==> config.mk <==
export PLATFORM = sky130hd
export DESIGN_NAME = prog_imm_lut
export DESIGN_NICKNAME = d
export VERILOG_FILES = /design/src/rtl/prog_imm_lut.sv
export SDC_FILE = /design/constraint.sdc
export NUM_CORES = 1
export LEC_CHECK = 0
export CAP_MARGIN = 30
export CORE_UTILIZATION = 45
export CTS_BUF_LIST = sky130_fd_sc_hd__clkbuf_8
export CTS_CLUSTER_SIZE = 10
export DETAILED_ROUTE_END_ITERATION = 10
export PLACE_DENSITY = 0.65
export SLEW_MARGIN = 30
export SYNTH_ARGS = -nofsm -noshare
export SYNTH_HDL_FRONTEND = slang
export SYNTH_SLANG_ARGS = --single-unit
==> constraint.sdc <==
create_clock -name clk -period 2.3 [get_ports clk]
set_input_delay 0.46 -clock clk [delete_from_list [all_inputs] [get_ports clk]]
set_output_delay 0.46 -clock clk [all_outputs]
set_load 0.005 [all_outputs]
==> src/rtl/prog_imm_lut.sv <==
// ============================================================================
// Module   : prog_imm_lut
// Purpose  : Run-time programmable signed-immediate lookup table with
//            registered, sign-extended read port and self-clearing sequencer.
// Revision : 1.0 - initial release
// ============================================================================
`default_nettype none

module prog_imm_lut #(
    parameter int                ADDR_W    = 6,
    parameter int                DEPTH     = 20,
    parameter int                DATA_W    = 9,
    parameter int                OUT_W     = 16,
    parameter logic [DATA_W-1:0] OOR_VALUE = '0
) (
    input  logic              clk,
    input  logic              rst_n,
    input  logic              clear,
    output logic              ready,
    input  logic              wr_en,
    input  logic [ADDR_W-1:0] wr_addr,
    input  logic [DATA_W-1:0] wr_data,
    input  logic              rd_en,
    input  logic [ADDR_W-1:0] rd_addr,
    output logic              rd_valid,
    output logic [OUT_W-1:0]  rd_data,
    output logic              rd_oor
);

    localparam int                 c_IDX_W     = (DEPTH > 1) ? $clog2(DEPTH) : 1;
    localparam logic [ADDR_W:0]    c_DEPTH_EXT = (ADDR_W + 1)'(DEPTH);
    localparam logic [c_IDX_W-1:0] c_LAST_IDX  = c_IDX_W'(DEPTH - 1);

    typedef enum logic [0:0] {
        ST_CLEAR = 1'b0,
        ST_READY = 1'b1
    } state_t;

    state_t             r_state_q,    w_state_d;
    logic [c_IDX_W-1:0] r_cnt_q,      w_cnt_d;
    logic               r_ready_q,    w_ready_d;
    logic               r_rd_valid_q, w_rd_valid_d;
    logic [OUT_W-1:0]   r_rd_data_q,  w_rd_data_d;
    logic               r_rd_oor_q,   w_rd_oor_d;

    logic [DATA_W-1:0]  r_mem [DEPTH];

    logic               w_wr_in_range;
    logic               w_rd_in_range;
    logic [c_IDX_W-1:0] w_wr_idx;
    logic [c_IDX_W-1:0] w_rd_idx;
    logic               w_wr_accept;
    logic               w_rd_accept;
    logic [DATA_W-1:0]  w_rd_entry;

    always_comb begin
        w_wr_in_range = ({1'b0, wr_addr} < c_DEPTH_EXT);
        w_rd_in_range = ({1'b0, rd_addr} < c_DEPTH_EXT);
        w_wr_idx      = wr_addr[c_IDX_W-1:0];
        w_rd_idx      = rd_addr[c_IDX_W-1:0];
        // A clear in the same cycle wins over the write but not over the read.
        w_wr_accept   = r_ready_q & wr_en & ~clear & w_wr_in_range;
        w_rd_accept   = r_ready_q & rd_en;
    end

    always_comb begin
        w_state_d = r_state_q;
        w_cnt_d   = r_cnt_q;
        w_ready_d = r_ready_q;
        case (r_state_q)
            ST_CLEAR: begin
                if (clear) begin
                    w_cnt_d = '0;
                end else if (r_cnt_q == c_LAST_IDX) begin
                    w_state_d = ST_READY;
                    w_ready_d = 1'b1;
                    w_cnt_d   = '0;
                end else begin
                    w_cnt_d = r_cnt_q + 1'b1;
                end
            end
            ST_READY: begin
                if (clear) begin
                    w_state_d = ST_CLEAR;
                    w_ready_d = 1'b0;
                    w_cnt_d   = '0;
                end
            end
            default: begin
                w_state_d = ST_CLEAR;
                w_ready_d = 1'b0;
                w_cnt_d   = '0;
            end
        endcase
    end

    always_comb begin
        w_rd_valid_d = w_rd_accept;
        w_rd_data_d  = r_rd_data_q;
        w_rd_oor_d   = r_rd_oor_q;
        w_rd_entry   = r_mem[w_rd_idx];
        // Write-first bypass when the same entry is written this cycle.
        if (w_wr_accept && (wr_addr == rd_addr)) begin
            w_rd_entry = wr_data;
        end
        if (w_rd_accept) begin
            if (w_rd_in_range) begin
                w_rd_data_d = OUT_W'($signed(w_rd_entry));
                w_rd_oor_d  = 1'b0;
            end else begin
                w_rd_data_d = OUT_W'($signed(OOR_VALUE));
                w_rd_oor_d  = 1'b1;
            end
        end
    end

    always_ff @(posedge clk or negedge rst_n) begin
        if (!rst_n) begin
            r_state_q    <= ST_CLEAR;
            r_cnt_q      <= '0;
            r_ready_q    <= 1'b0;
            r_rd_valid_q <= 1'b0;
            r_rd_data_q  <= '0;
            r_rd_oor_q   <= 1'b0;
        end else begin
            r_state_q    <= w_state_d;
            r_cnt_q      <= w_cnt_d;
            r_ready_q    <= w_ready_d;
            r_rd_valid_q <= w_rd_valid_d;
            r_rd_data_q  <= w_rd_data_d;
            r_rd_oor_q   <= w_rd_oor_d;
        end
    end

    // Table storage carries no reset; the clear sequencer initialises it.
    always_ff @(posedge clk) begin
        if (r_state_q == ST_CLEAR) begin
            r_mem[r_cnt_q] <= '0;
        end else if (w_wr_accept) begin
            r_mem[w_wr_idx] <= wr_data;
        end
    end

    assign ready    = r_ready_q;
    assign rd_valid = r_rd_valid_q;
    assign rd_data  = r_rd_data_q;
    assign rd_oor   = r_rd_oor_q;

endmodule

`default_nettype wire
==> flow_metrics.py <==
metrics = {
    "global_route": {
        "grt_pass1_vias": 4789,
        "grt_start_max_net_pins": 36,
        "grt_pass1_wl_um": 27900,
        "antenna_found_initial": 0,
        "grt_util_all_layers": 0.199,
        "grt-ovfl-total": 0,
    },
    "clock_tree": {
        "ctsHtreeMaxLevel": 4,
        "clock_latency_ps": 470,
        "clk_pin_slew_worst_paths_ps": 100,
        "cts-hold-fix-buffers": 0,
        "cts_num_sinks": 198,
        "cts_resized": 0,
        "cts_tree": "yes",
        "clk_path_buf_depth": 2,
        "cts_setup_buffers": 0,
        "cts_root_buffer": "clkbuf_8",
        "cts-buffers-inserted": 17,
    },
    "die": {
        "boundaryPins": 45,
        "num_rows": 49,
        "start_util": 0.462,
        "fp.dieH_um": 138,
        "dieWidth_um": 138,
        "core_mm2": 0.0181,
        "die_area_mm2": 0.0191,
    },
    "synth": {
        "ys.flop_type": "edfxtp_1",
        "syn_nets": 533,
        "yosysUniqueCellTypes": 53,
        "yosys-top-cells-count": "180 x edfxtp_1, 51 x mux2i_1, 30 x nor3_1, 23 x nand2_1",
        "yosysMostFrequentCell": "edfxtp_1",
        "ys_async_sr_fraction": 0.0909,
        "synth_area_leaders": "edfxtp_1 65%, mux2i_1 6.1%, dfrtp_1 5.4%",
        "synth_area_mm2": 0.00836,
        "synth-warning-count": 0,
        "ys_seq_area_frac": 0.700,
        "ys_seq_elements": 198,
        "synth_edf_count": 180,
        "avgSynthCellArea_um2": 16.5,
        "synth_area_leader_cell": "edfxtp_1",
        "netlist.area_leader.share": 0.646,
        "synthCells": 506,
    },
    "sta": {
        "worstMarginPinSlew_ps": 725,
        "finalCritPeriodShare": 0.934,
        "fmax_mhz": 465,
        "clock_skew_ps": 16.0,
        "worst_slack_ps": 151,
        "drv_slew": 0,
        "finalHoldViolCount": 0,
        "finalCriticalPeriod_ps": 2150,
        "setup_viol": 0,
        "slew-limit-headroom": 0.515,
        "rsz0062_at_grt": "no",
    },
    "placed_design": {
        "hpwl_um": 12200,
        "place_congestion": 0.881,
        "portBuffers": 44,
        "postPlaceCellArea_mm2": 0.00950,
        "post-place-ws_ps": -433,
    },
    "power": {
        "power.internal_mw": 5.31,
        "ir_drop_mv": 0.344,
        "power_leakage_nw": 3.79,
        "power_density_mw_per_mm2": 688,
        "comb_power_share": 0.073,
        "clkPwrFrac": 0.347,
        "netSwitchingPower_mw": 1.52,
        "sw_frac_of_total": 0.223,
        "seqPwrFrac": 0.580,
    },
    "route": {
        "routed_wl_um": 17900,
        "via_per_inst": 5.58,
        "vias": 4690,
        "first_iter_violations": 397,
        "ant_nets": 0,
        "dr.pass1.iters": 10,
        "wl_per_cell_um": 21.3,
        "route.detailed.drc": 20,
    },
    "worst_setup_path": {
        "crit_path_end_kind": "flip-flop",
        "start_kind": "primary input",
        "cp_max_fo": 9,
        "path_class": "primary input to flip-flop",
        "crit_required_ps": 2470,
        "r2r-start": "ready$_DFFE_PN0P_",
        "worst_r2r_endpoint": "r_mem[15][1]$_DFFE_PP_",
        "rrSetupSlack_ps": 250,
        "arrival_ps": 2320,
        "reg2regPathDepth": 7,
    },
    "layout": {
        "diodes": 0,
        "final_area_mm2": 0.00994,
        "nFillCells": 1399,
        "drive_above_1_share": 0.230,
        "nNetsFinal": 626,
        "area_growth_pct": 18.9,
    },
    "min_path": {
        "hold_path.class": "primary input to async pin",
    },
    "flow_run": {
        "timing.max_cap.violations": 0,
    },
    "outcome": {
        "status": "finished, violations left",
        "violations": "design-rule violations",
    },
}
==> metal layers <==
layer | share of wire | routed length, um | track usage | vias to the layer above
li1 | - | - | - | 2157
met1 | 0.44 | 7820 | 0.269 | 2338
met2 | 0.48 | 8600 | 0.309 | 166
met3 | 0.058 | 1040 | 0.0433 | 29
met4 | 0.026 | 473 | 0.0917 | 0
met5 | 0 | 0 | 0 | -
==> power by group through the flow <==
stage / sequential (mW) / combinational, mW / clock [mW]
after detailed placement: 4.05 / 0.496 / 0
after global routing: 3.97 / 0.533 / 2.56
after CTS: 3.97 / 0.498 / 2.44
final: 3.97 / 0.497 / 2.37
after global placement: 4.05 / 0.488 / 0
after floorplan: 4.04 / 0.288 / 0
==> final cells by class <==
cell class / instances / area (um2) / share of cell area
sequential: 198 / 5860 / 0.589
multi-input combinational: 259 / 2220 / 0.223
timing repair buffer: 110 / 1100 / 0.111
tap: 229 / 287 / 0.0288
clock buffer: 18 / 248 / 0.0249
clock inverter: 14 / 186 / 0.0188
inverter: 13 / 48.8 / 0.00491
==> critical path, stage by stage <==
cell	delay [ps]
clkdlybuf4s50_1	470
and4bb_1	230
and3_2	270
buf_4	170
mux2i_1	120
buf_4	200
nor3_1	190
buf_4	210
==> sequential cells by signal, indices dropped and copies added, names as in the netlist <==
signal	count
r_mem	180
rd_oor	1
rd_valid	1
ready	1
r_cnt_q	5
rd_data	9
r_state_q	1
==> cell usage in the layout, fill, tap and decap left out, types with 4 or more instances in the layout <==
cell type          n
nand3_1            9
a2bb2oi_1          8
mux4_2            17
clkinvlp_4         4
nor2_1            11
nor3_1            21
o22ai_1           16
buf_4             52
mux2i_1           51
clkdlybuf4s50_1   42
a221o_1            8
clkbuf_8          18
inv_6              4
and2_1            18
edfxtp_1         180
xnor2_1            6
buf_12            14
nor3_2            12
nand2_1           23
dfrtp_1           18
inv_1             13
a21oi_1           14
==> worst max-delay path by stage <==
stage	start	to	slack, ps	cells past startpoint
after floorplan	clear	r_mem[12][0]$_DFFE_PP_	-270	7
after global placement	wr_addr[5]	r_mem[1][1]$_DFFE_PP_	-400	7
after detailed placement	wr_addr[5]	r_mem[1][6]$_DFFE_PP_	-430	7
after CTS	wr_addr[5]	r_mem[3][8]$_DFFE_PP_	70	7
after global routing	wr_addr[5]	r_mem[3][8]$_DFFE_PP_	20	9
final	wr_addr[5]	r_mem[15][1]$_DFFE_PP_	150	8
==> logic make-up after synthesis <==
logic type,count (synthesis),synth area share
and+or+nand+nor,117,0.0775
buffers and inverters,49,0.0420
AOI/OAI and AO/OA,61,0.0524
muxes,73,0.119
xor gates and xnor gates,7,0.00733
adders and majority gates,1,0.00150
DFF,198,0.700
==> metrics by stage <==
step	total power [mW]	cells	hold WS (ps)	util	TNS (ps)
final	6.84	841	303	0.550	0
after global routing	7.07	841	297	0.550	0
after CTS	6.90	841	274	0.549	0
after detailed placement	4.54	809	480	0.525	-67420
after global placement	4.53	809	473	0.525	-62090
after floorplan	4.33	506	164	-	-28830
(Power assumes the default switching activity.)
